[src/rtl/cdb_arbiter_if.sv]
// Common data bus arbitration bundle: reservation-station requests and results in,
// one-hot retire, broadcast bus and status out.
interface cdb_arbiter_if #(
  parameter int DATA_WIDTH = 32,
  parameter int NUM_RS     = 4
);
  localparam int IDX_W = $clog2(NUM_RS);
  typedef logic [IDX_W-1:0] e_functional_unit;

  logic [NUM_RS-1:0]                 req_i;
  logic [NUM_RS-1:0][DATA_WIDTH-1:0] data_i;
  logic                              stall_i;
  logic [NUM_RS-1:0]                 retire_o;
  logic                              bcast_en_o;
  logic [DATA_WIDTH-1:0]             bcast_data_o;
  e_functional_unit                  bcast_rs_o;
  logic [31:0]                       grant_count_o;
  logic                              starve_err_o;

  modport slave (
    input  req_i, data_i, stall_i,
    output retire_o, bcast_en_o, bcast_data_o, bcast_rs_o, grant_count_o, starve_err_o
  );

  modport master (
    output req_i, data_i, stall_i,
    input  retire_o, bcast_en_o, bcast_data_o, bcast_rs_o, grant_count_o, starve_err_o
  );
endinterface

[src/rtl/cdb_arbiter.sv]
// Round-robin CDB arbiter: zero-latency grant of one reservation station per cycle,
// with a saturating grant counter and sticky per-requester starvation detection.
module cdb_arbiter #(
  parameter int DATA_WIDTH   = 32,
  parameter int NUM_RS       = 4,
  parameter int STARVE_LIMIT = 15
) (
  input logic         clk,
  input logic         rst,
  cdb_arbiter_if.slave bus
);
  localparam int IDX_W = $clog2(NUM_RS);
  localparam int CNT_W = $clog2(STARVE_LIMIT + 1);
  localparam logic [CNT_W-1:0] LIMIT = CNT_W'(STARVE_LIMIT);

  logic [IDX_W-1:0]             ptr_q, ptr_d;
  logic [31:0]                  gcnt_q, gcnt_d;
  logic [NUM_RS-1:0][CNT_W-1:0] wait_q, wait_d;
  logic                         starve_q, starve_d;

  logic                  win_vld;
  logic [IDX_W-1:0]      win_idx;
  logic [IDX_W-1:0]      cand;
  logic                  grant;
  logic [NUM_RS-1:0]     retire;
  logic [DATA_WIDTH-1:0] bdata;

  function automatic logic [31:0] sat_inc32(input logic [31:0] v);
    return (v == 32'hFFFF_FFFF) ? v : v + 32'd1;
  endfunction

  function automatic logic [CNT_W-1:0] sat_wait(input logic [CNT_W-1:0] v);
    return (v >= LIMIT) ? LIMIT : v + CNT_W'(1);
  endfunction

  // Search from ptr upward, wrapping; first asserted request wins.
  always_comb begin
    win_vld = 1'b0;
    win_idx = '0;
    cand    = '0;
    for (int k = 0; k < NUM_RS; k++) begin
      cand = IDX_W'((int'(ptr_q) + k) % NUM_RS);
      if (!win_vld && bus.req_i[cand]) begin
        win_vld = 1'b1;
        win_idx = cand;
      end
    end
    grant = win_vld & ~bus.stall_i & ~rst;
  end

  always_comb begin
    retire   = '0;
    bdata    = '0;
    ptr_d    = ptr_q;
    gcnt_d   = gcnt_q;
    wait_d   = wait_q;
    starve_d = starve_q;
    if (grant) begin
      retire[win_idx] = 1'b1;
      bdata           = bus.data_i[win_idx];
      ptr_d           = (win_idx == IDX_W'(NUM_RS - 1)) ? '0 : win_idx + IDX_W'(1);
      gcnt_d          = sat_inc32(gcnt_q);
    end
    for (int i = 0; i < NUM_RS; i++) begin
      if (wait_q[i] == LIMIT) starve_d = 1'b1;
    end
    // A stalled bus freezes waiting; otherwise a waiting request ages and anything else clears.
    if (!bus.stall_i) begin
      for (int i = 0; i < NUM_RS; i++) begin
        wait_d[i] = (bus.req_i[i] && !retire[i]) ? sat_wait(wait_q[i]) : '0;
      end
    end
  end

  always_ff @(posedge clk) begin
    if (rst) begin
      ptr_q    <= '0;
      gcnt_q   <= '0;
      wait_q   <= '0;
      starve_q <= 1'b0;
    end else begin
      ptr_q    <= ptr_d;
      gcnt_q   <= gcnt_d;
      wait_q   <= wait_d;
      starve_q <= starve_d;
    end
  end

  assign bus.retire_o      = retire;
  assign bus.bcast_en_o    = grant;
  assign bus.bcast_data_o  = bdata;
  assign bus.bcast_rs_o    = grant ? win_idx : '0;
  assign bus.grant_count_o = gcnt_q;
  assign bus.starve_err_o  = starve_q;
endmodule

[src/flat_wrapper.sv]
// flat-port wrapper written by rule: the top's interface ports become plain ports
module cdb_arbiter_flat 
#(
  parameter int DATA_WIDTH   = 32,
  parameter int NUM_RS       = 4,
  parameter int STARVE_LIMIT = 15
)
  (clk, rst, bus_req_i, bus_data_i, bus_stall_i, bus_retire_o, bus_bcast_en_o, bus_bcast_data_o, bus_bcast_rs_o, bus_grant_count_o, bus_starve_err_o);
  cdb_arbiter_if #(.DATA_WIDTH(DATA_WIDTH), .NUM_RS(NUM_RS)) bus_i ();
  input logic clk;
  input logic rst;
  input wire logic [$bits(bus_i.req_i)-1:0] bus_req_i;
  input wire logic [$bits(bus_i.data_i)-1:0] bus_data_i;
  input wire logic [$bits(bus_i.stall_i)-1:0] bus_stall_i;
  output wire logic [$bits(bus_i.retire_o)-1:0] bus_retire_o;
  output wire logic [$bits(bus_i.bcast_en_o)-1:0] bus_bcast_en_o;
  output wire logic [$bits(bus_i.bcast_data_o)-1:0] bus_bcast_data_o;
  output wire logic [$bits(bus_i.bcast_rs_o)-1:0] bus_bcast_rs_o;
  output wire logic [$bits(bus_i.grant_count_o)-1:0] bus_grant_count_o;
  output wire logic [$bits(bus_i.starve_err_o)-1:0] bus_starve_err_o;
  assign bus_i.req_i = bus_req_i;
  assign bus_i.data_i = bus_data_i;
  assign bus_i.stall_i = bus_stall_i;
  assign bus_retire_o = bus_i.retire_o;
  assign bus_bcast_en_o = bus_i.bcast_en_o;
  assign bus_bcast_data_o = bus_i.bcast_data_o;
  assign bus_bcast_rs_o = bus_i.bcast_rs_o;
  assign bus_grant_count_o = bus_i.grant_count_o;
  assign bus_starve_err_o = bus_i.starve_err_o;
  cdb_arbiter #(.DATA_WIDTH(DATA_WIDTH), .NUM_RS(NUM_RS), .STARVE_LIMIT(STARVE_LIMIT)) u_core (.clk(clk), .rst(rst), .bus(bus_i));
endmodule
[config.mk]
export PLATFORM = sky130hd
export DESIGN_NAME = cdb_arbiter_flat
export DESIGN_NICKNAME = d
export VERILOG_FILES = /design/src/rtl/cdb_arbiter_if.sv /design/src/rtl/cdb_arbiter.sv /design/src/flat_wrapper.sv
export SDC_FILE = /design/constraint.sdc
export NUM_CORES = 1
export LEC_CHECK = 0
export CORE_MARGIN = 2
export CORE_UTILIZATION = 39
export CTS_BUF_LIST = sky130_fd_sc_hd__clkbuf_4 sky130_fd_sc_hd__clkbuf_8 sky130_fd_sc_hd__clkbuf_16
export DETAILED_ROUTE_END_ITERATION = 6
export GPL_ROUTABILITY_DRIVEN = 1
export PLACE_DENSITY = 0.82
export SLEW_MARGIN = 20
export SYNTH_ARGS = -nofsm -noshare
export SYNTH_HDL_FRONTEND = slang
export SYNTH_SLANG_ARGS = --single-unit
[constraint.sdc]
create_clock -name clk -period 3.3 [get_ports clk]
set_clock_uncertainty 0.05 [all_clocks]
set_input_delay 0.66 -clock clk [delete_from_list [all_inputs] [get_ports clk]]
set_output_delay 0.66 -clock clk [all_outputs]
set_load 0.05 [all_outputs]
Yosys cells after proc, flatten, opt, wreduce, memory -nomap -nowiden
Cells that the tools add are included.
{"block": "word_totals", "regBits": 51, "out_inout_bits": 72, "input_bits": 135}
{"block": "op_classes", "n_eq_ne": 6, "n_bitwise": 5, "order_cmp": 10, "n_mux": 36, "add_sub_neg": 9, "reduce_logical": 17}
{"op": "32-bit binary-select mux with 2-bit select", "count": 1}
{"op": "32-bit 2-to-1 mux", "count": 2}
{"op": "4-bit 2-to-1 mux", "count": 9}
{"op": "32-bit by 1-bit adder with 32-bit output, second input constant", "count": 1}
{"op": "32-bit == test, second input constant", "count": 1}
{"op": "4-bit by 1-bit adder with 4-bit output, second input constant", "count": 4}
{"op": "4-bit == test, second input constant", "count": 4}
{"op": "4-bit greater-or-equal comparator, second input constant", "count": 4}
{"op": "2-bit by 3-bit less-than comparator with 1-bit output, second input constant", "count": 5}
{"op": "1-bit 2-to-1 mux", "count": 13}
{"op": "2-bit 2-to-1 mux", "count": 6}
{"op": "1-bit binary-select mux with 2-bit select", "count": 4}
{"op": "1-bit logical AND", "count": 8}
{"op": "1-bit zero test", "count": 7}
{"op": "2-bit by 1-bit adder with 2-bit output, second input constant", "count": 2}
{"op": "2-bit adder, second input constant", "count": 2}
{"op": "4-bit nonzero test", "count": 1}
{"op": "1-bit NOT", "count": 3}
{"op": "1-bit bitwise AND", "count": 2}
{"op": "1-bit demux with 2-bit select", "count": 1}
{"op": "2-bit == test, second input constant", "count": 1}
{"op": "2-bit by 1-bit greater-or-equal comparator with 1-bit output, second input constant", "count": 1}
{"op": "2-bit AND reduction", "count": 1}

Depth between registers and ports, before layout
Gate-level depths: netlist (run 1).
{"block": "depth", "word_depth": 20, "ltp_mapped": 9}

Worst setup path before layout (run 1)
OpenSTA, ideal clock, no wires.
{"block": "synth_path", "path_type": "input-to-output", "startpoint": "input bus_stall_i", "endpoint": "output bus_bcast_data_o[12]", "stages": 8, "n_path_buf": 3, "path_slack_ns": -0.244, "arrival_ns": 2.834, "required_time_ns": 2.590, "path_cell_list": "or2_1 -> or2_1 -> buf_4 -> inv_2 -> nand3_1 -> buf_2 -> buf_1 -> o22ai_1"}
{"block": "synth_via", "elab_chain_len": 4}
{"item": "start, declared", "line_no": "flat_wrapper.sv:14", "source": "input wire logic [$bits(bus_i.stall_i)-1:0] bus_stall_i;"}
{"item": "1-bit NOT", "line_no": "cdb_arbiter.sv:48", "source": "grant = win_vld & ~bus.stall_i & ~rst;"}
{"item": "1-bit bitwise AND (2 in series)", "line_no": "cdb_arbiter.sv:48"}
{"item": "named net bus_bcast_en_o", "line_no": "flat_wrapper.sv:16", "source": "output wire logic [$bits(bus_i.bcast_en_o)-1:0] bus_bcast_en_o;"}
{"item": "32-bit 2-to-1 mux", "line_no": "cdb_arbiter.sv:58", "source": "if (grant) begin"}
{"item": "end, declared", "line_no": "flat_wrapper.sv:17", "source": "output wire logic [$bits(bus_i.bcast_data_o)-1:0] bus_bcast_data_o;"}
The timed path passes the listed nets, and every way through them passes these cells.

Final worst setup path (run 1)
{"block": "layout_path", "startpoint": "input bus_stall_i", "endpoint": "output bus_bcast_data_o[30]"}
{"block": "layout_via", "elab_chain_len": 4}
{"item": "1-bit NOT", "line_no": "cdb_arbiter.sv:48"}
{"item": "1-bit bitwise AND (2 in series)", "line_no": "cdb_arbiter.sv:48"}
{"item": "32-bit 2-to-1 mux", "line_no": "cdb_arbiter.sv:58"}
No other way between the ends.

==> metrics.csv, run 1 <==
metric;value;unit
status;complete, no violations;
htreeDepth;2;
cp-end-kind;primary output;
worstHoldPathType;reg2reg;
cp.arrival;2460;ps
hold_buffers;0;
core;9150;µm²
avgSynthCellArea;8.15;µm²
peakVddDrop;174;µV
holdPathEnd;u_core.bus.starve_err_o$_SDFFE_PP0P_;
dr_wl_met2;7470;µm
critPathSlowestCell;clkdlybuf4s50_1;
rsz0062_at_grt;false;
start_util;40.0;%
final_common_cell;clkdlybuf4s50_1;
grtUsageTotal;26.7;%
fin_util;74.9;%
r2r-start;u_core.ptr_q[0]$_SDFFE_PP0P_;
fp-row-count;35;
nets;796;
final_cell_mix;clkdlybuf4s50_1 (163), dfxtp_1 (51), buf_12 (45);
crit_required;2590;ps
period_minus_slack;3170;ps
port_buffers;206;
top_layer;met5;
yosysSeqAreaShare;27.9;%
synth_area;3660;µm²
wirelength;14400;µm
wl_per_cell;18.8;µm
grt_pass1_vias;4312;
relSlewSlack;62.0;%
clockBufferDepth;2;
syn_nets;590;
maxCapViolCount;0;
crit_path_max_incr_delay;410;ps
ys_types;57;
async_flop_share;0;%
fin_total_pwr;0.00202;W
place_congestion;0.925;
ant_nets;0;
period_share;96.1;%
fin_setup_tns;0;ps
grt_antenna_before_repair;1;
ys_ff_latch;51;
cts.sinks;51;
clock.fmax;315;MHz
cts_tree;built;
dp_hpwl;10700;µm
r2r-end;u_core.wait_q[14]$_SDFFE_PP0N_;
drt_pass1_iterations;5;
die_y;101;µm
grt_pass1_wl;21600;µm
ioPinCount;207;
met3_length;781;µm
start_kind;primary input;
ys.flop_type;dfxtp_1;
clock_latency;310;ps
clkTransAtPathRegs;90;ps
drc;0;
clock-root-buffer;clkbuf_8;
synth-edff-count;0;
synthCells;449;
rr_worst_depth;9;
area_growth;87.4;%
cts_made_buffers;5;
diodes;0;
tightest_slew;570;ps
routed_via_density;5.79;
hold_depth;2;
powerDensity;294;nW/µm²
hp-start;u_core.bus.starve_err_o$_SDFFE_PP0P_;
grt_max_degree;47;
finalSetupViolations;0;
grt.overflow.total;0;
fillers;652;
vias;4438;
dr.first_iter.drc_count;183;
power_leakage;2.47;nW
design_area;6860;µm²
path_class;in2out;
die_w;101;µm
wl_met1;5750;µm
design.die.area;10200;µm²
critPathMaxFanout;23;
rrSetupSlack;940;ps
drv_slew;0;
ys_warn_count;0;
hold_violations;0;
drive_gt1_share;21.5;%
cp_cell_sequence;clkdlybuf4s50_1 -> or2_1 -> or2_1 -> inv_2 -> nand3_2 -> buf_12 -> o22ai_2 -> buf_12;
placed_area;6340;µm²
## cell families after synthesis
logic type,Yosys count,share of synthesized area [%]
AOI/OAI and AO/OA,135,24.5
buffers and inverters,43,4.92
xor gates and xnor gates,2,0.479
and+or+nand+nor,145,21.7
muxes,67,18.4
adders and majority gates,6,2.05
DFF,51,27.9
## metal layers
layer	global-route usage, %	vias up
met5	0	-
met4	8.64	2
met3	5.62	31
met2	45.8	153
met1	33.4	2101
li1	-	2151
## cells in the mapped netlist (2+ instances only)
| cell type | count | area share [%] |
|---|---|---|
| and2_1 | 6 | 1.0 |
| a32o_1 | 2 | 0.55 |
| inv_1 | 12 | 1.2 |
| or4_1 | 9 | 1.8 |
| o211ai_1 | 5 | 1.0 |
| o311ai_0 | 3 | 0.72 |
| nand2_1 | 29 | 3.0 |
| a21o_1 | 3 | 0.62 |
| o21ai_0 | 18 | 2.5 |
| nor2b_1 | 6 | 1.0 |
| mux2i_1 | 64 | 18 |
| a211oi_1 | 6 | 1.2 |
| ha_1 | 6 | 2.1 |
| and4_1 | 4 | 0.96 |
| dfxtp_1 | 51 | 28 |
| nand3_1 | 20 | 2.7 |
| or2_1 | 2 | 0.34 |
| nand2b_1 | 4 | 0.68 |
| and3_1 | 4 | 0.68 |
| or3_1 | 15 | 2.6 |
| mux2_2 | 3 | 0.92 |
| buf_2 | 12 | 1.6 |
| nor3_1 | 7 | 0.96 |
| nor2_1 | 20 | 2.1 |
| buf_1 | 4 | 0.41 |
| o221ai_1 | 3 | 0.72 |
| o22ai_1 | 32 | 5.5 |
| clkbuf_1 | 13 | 1.3 |
| xnor2_1 | 2 | 0.48 |
| o31ai_1 | 9 | 1.8 |
| o41ai_1 | 3 | 0.72 |
| a21oi_1 | 34 | 4.6 |
| nand4_1 | 10 | 1.7 |
| nor4_1 | 3 | 0.51 |
| a31oi_1 | 3 | 0.51 |
## critical path, delay by kind of cell
family	cells	cell delay (ps)
AOI/OAI and AO/OA	1	250
and+or+nand+nor	3	660
buffers and inverters	4	870
## flip-flops by register name, summed over array words and instances, names as in the netlist
| signal | flops |
|---|---|
| u_core.ptr_q | 2 |
| u_core.bus.grant_count_o | 32 |
| u_core.wait_q | 16 |
| u_core.bus.starve_err_o | 1 |
## through the flow
stage / instances / hold slack [ps] / worst slack (ps)
4_1_cts: 767 / 441 / -2.99
5_1_grt: 767 / 487 / 34.7
3_3_place_gp: 755 / 404 / -175
2_1_floorplan: 449 / 408 / -244
3_5_place_dp: 755 / 420 / -245
6_report: 767 / 432 / 128
## how the worst max path moves through the flow
stage                             from              endpoint  slack (ps)  depth (start not counted)
after floorplan            bus_stall_i  bus_bcast_data_o[12]        -240                          8
after global placement    bus_req_i[0]  bus_bcast_data_o[22]        -170                          8
after detailed placement  bus_req_i[0]  bus_bcast_data_o[18]        -250                          8
after CTS                 bus_req_i[3]  bus_bcast_data_o[14]          -3                          9
after global routing       bus_stall_i  bus_bcast_data_o[11]          30                          8
final                      bus_stall_i  bus_bcast_data_o[30]         130                          8
## cell type report
type                       count  area (µm²)  area share, %
clock buffer                   7        90.1           1.31
clock inverter                 1        8.76          0.128
inverter                      13        48.8          0.711
multi-input combinational    355        2800           40.8
sequential                    51        1020           14.9
tap                          111         139           2.02
timing repair buffer         229        2750           40.1
## repair_timing
| action | in CTS | in global routing |
|---|---|---|
| setup buffers | 3 | 0 |
| cloned | 1 | 0 |
| resized for setup | 27 | 45 |
| pin swaps | 3 | 2 |
| setup endpoints to repair | 36 | 35 |
## power by group
group,switching [W],leakage [nW],internal [W]
registers,0.0000121,0.412,0.000624
clock network,0.000215,0.0519,0.000181
logic,0.000465,2.00,0.000523
No activity file was read; power rests on OpenSTA's default activity.
==> inputs of run 2 (changes only) <==
==> constraint.sdc (replaced) <==
create_clock -name clk -period 3.6 [get_ports clk]
set_clock_uncertainty 0.05 [all_clocks]
set_input_delay 0.72 -clock clk [delete_from_list [all_inputs] [get_ports clk]]
set_output_delay 0.72 -clock clk [all_outputs]
set_load 0.05 [all_outputs]
==> run 2 against run 1 <==
Routed wire length decreased by 0.92%. Clock-buffer cell count decreased by 2. Worst hold slack improved by 9.0 ps. Largest cell class unchanged. Sequential cell count unchanged. Final area decreased by 3.4%. Critical path type unchanged. Critical endpoint is now bus_bcast_data_o[28]. First-iteration DRC count decreased by 7.7%. Non-clock buffer count decreased by 6. Highest routed layer unchanged.
==> metrics.csv, run 2 (synthesis gave the netlist of run 1 again) <==
metric;value;unit;change
status;complete, no violations;;
period_minus_slack;3520;ps;
fp-row-count;35;;unchanged
critPathMaxFanout;23;;unchanged
r2r-start;u_core.bus.grant_count_o[3]$_SDFFE_PP0P_;;
maxCapViolCount;0;;unchanged
met3_length;878;µm;+12%
multi_input_area;2670;µm²;-4.8%
r2r-end;u_core.bus.grant_count_o[21]$_SDFFE_PP0P_;;
wirelength;14300;µm;-0.92%
rr_worst_depth;5;;-4
cp.arrival;2750;ps;+290 ps
hp-start;u_core.bus.starve_err_o$_SDFFE_PP0P_;;
relSlewSlack;61.6;%;-0.45 points
drc;0;;unchanged
fin_setup_tns;0;ps;unchanged
crit_path_max_incr_delay;570;ps;+160 ps
clock-root-buffer;clkbuf_8;;
grt_max_degree;47;;unchanged
clock_latency;310;ps;about the same
wl_met1;5480;µm;-4.6%
powerDensity;274;nW/µm²;-6.8%
ioPinCount;207;;unchanged
final_common_cell;clkdlybuf4s50_1;;
critPathBufInv;4;;unchanged
drv_slew;0;;unchanged
cts_tree;built;;
clockBufferDepth;2;;unchanged
dr.first_iter.drc_count;169;;-7.7%
diodes;0;;unchanged
path_class;in2out;;
crit_required;2830;ps;+240 ps
drive_gt1_share;16.6;%;-4.9 points
hold_depth;2;;unchanged
period_share;97.7;%;
dp_hpwl;10900;µm;+1.8%
cp_cell_sequence;clkdlybuf4s50_1 -> nand2b_1 -> a21oi_4 -> nor3_4 -> buf_4 -> buf_8 -> mux2i_1 -> o22ai_2 -> buf_12;;
worstHoldPathType;reg2reg;;
cp-startpoint;bus_req_i[1];;
holdPathEnd;u_core.bus.starve_err_o$_SDFFE_PP0P_;;
routed_via_density;5.80;;+0.31%
crit_family;buffers and inverters;;
cts_made_buffers;5;;unchanged
rrSetupSlack;1280;ps;+340 ps
top_layer;met5;;
dr_wl_met2;7600;µm;+1.8%
die_w;101;µm;unchanged
largest_reg_flops;32;;unchanged
cts.sinks;51;;unchanged
peakVddDrop;178;µV;+2.2%
power_leakage;2.41;nW;-2.2%
htreeDepth;2;;unchanged
finalSetupViolations;0;;unchanged
wl_per_cell;18.7;µm;-0.14%
grt_pass1_vias;4273;;-0.90%
final_cell_mix;clkdlybuf4s50_1 (166), mux2i_1 (63), dfxtp_1 (51);;
grt.overflow.total;0;;unchanged
hold_violations;0;;unchanged
seqCellArea;1020;µm²;unchanged
port_buffers;206;;unchanged
nets;790;;-0.75%
ant_nets;0;;unchanged
critPathSlowestCell;clkdlybuf4s50_1;;
design.die.area;10200;µm²;unchanged
holdWs;441;ps;+9.02 ps
drt_pass1_iterations;4;;-1
vias;4417;;-0.47%
clkTransAtPathRegs;90;ps;about the same
place_congestion;0.837;;-9.5%
area_growth;81.0;%;
grt_antenna_before_repair;2;;+1
die_y;101;µm;unchanged
grtUsageTotal;25.5;%;-1.3 points
start_util;40.0;%;unchanged
cp-end-kind;primary output;;
core;9150;µm²;unchanged
grt_pass1_wl;20700;µm;-4.6%
fillers;674;;+3.4%
clock.fmax;284;MHz;
start_kind;primary input;;
tightest_slew;572;ps;+2.29 ps
[run 2: worst max-delay path by stage]
stage	end	slack [ps]	cells after the start
final	bus_bcast_data_o[28]	80	9
after floorplan	bus_bcast_data_o[12]	-60	8
after CTS	bus_bcast_data_o[23]	3	8
after detailed placement	bus_bcast_data_o[7]	-7	8
after global routing	bus_bcast_data_o[28]	-30	9
after global placement	bus_bcast_data_o[10]	70	8
[run 2: layout make-up]
type                    instances  area share, %
clock buffers                   5           1.04
well taps                     111           2.10
clock inverters                 3          0.661
repair buffers                223           39.8
inverters                      13          0.737
flip-flops and latches         51           15.4
multi-input cells             355           40.3
[run 2: per-stage QoR]
| step | utilization (%) | area [µm²] | cells | power [W] | setup WS, ps |
|---|---|---|---|---|---|
| final | 72.4 | 6620 | 761 | 0.00182 | 81.6 |
| after CTS | 69.8 | 6390 | 758 | 0.00177 | 2.98 |
| after global placement | 68.5 | 6270 | 750 | 0.00134 | 65.1 |
| after global routing | 72.4 | 6620 | 761 | 0.00188 | -29.0 |
| after floorplan | - | 3660 | 449 | 0.000974 | -63.7 |
| after detailed placement | 68.5 | 6270 | 750 | 0.00136 | -7.30 |
[run 2: power by group]
group	internal, W	leakage [nW]	switching [W]	total (W)
Combinational	0.000426	1.94	0.000402	0.000828
Sequential	0.000572	0.412	0.0000112	0.000583
Clock	0.000207	0.0581	0.000199	0.000406
[run 2: worst register-to-register path: cells and delay by family, from the launching register on]
| kind | cells | cell delay [ps] |
|---|---|---|
| flip-flops | 1 | 440 |
| multiplexers | 1 | 390 |
| AND/OR/NAND/NOR | 4 | 1350 |
[run 2: per-layer routing]
metal	up-vias	global-route usage (%)
met2	147	45.4
met1	2106	29.9
li1	2130	-
met3	30	6.66
met5	-	0
met4	4	7.48
[run 2: timing repair]
| item | CTS | global route |
|---|---|---|
| hold buffers | 0 | 0 |
| gates resized for setup | 2 | 35 |
| setup buffers | 0 | 2 |
| pin swaps | 0 | 1 |
| endpoints found under the setup margin | 1 | 34 |
| cloned | 0 | 1 |
==> inputs of run 3 (changes only) <==
--- a/config.mk
+++ b/config.mk
@@ -9,7 +9,6 @@
 export CORE_UTILIZATION = 39
 export CTS_BUF_LIST = sky130_fd_sc_hd__clkbuf_4 sky130_fd_sc_hd__clkbuf_8 sky130_fd_sc_hd__clkbuf_16
 export DETAILED_ROUTE_END_ITERATION = 6
-export GPL_ROUTABILITY_DRIVEN = 1
 export PLACE_DENSITY = 0.82
 export SLEW_MARGIN = 20
 export SYNTH_ARGS = -nofsm -noshare
==> results of run 3 <==
No change in the layout: final DEF, timing and power equal those of run 2.
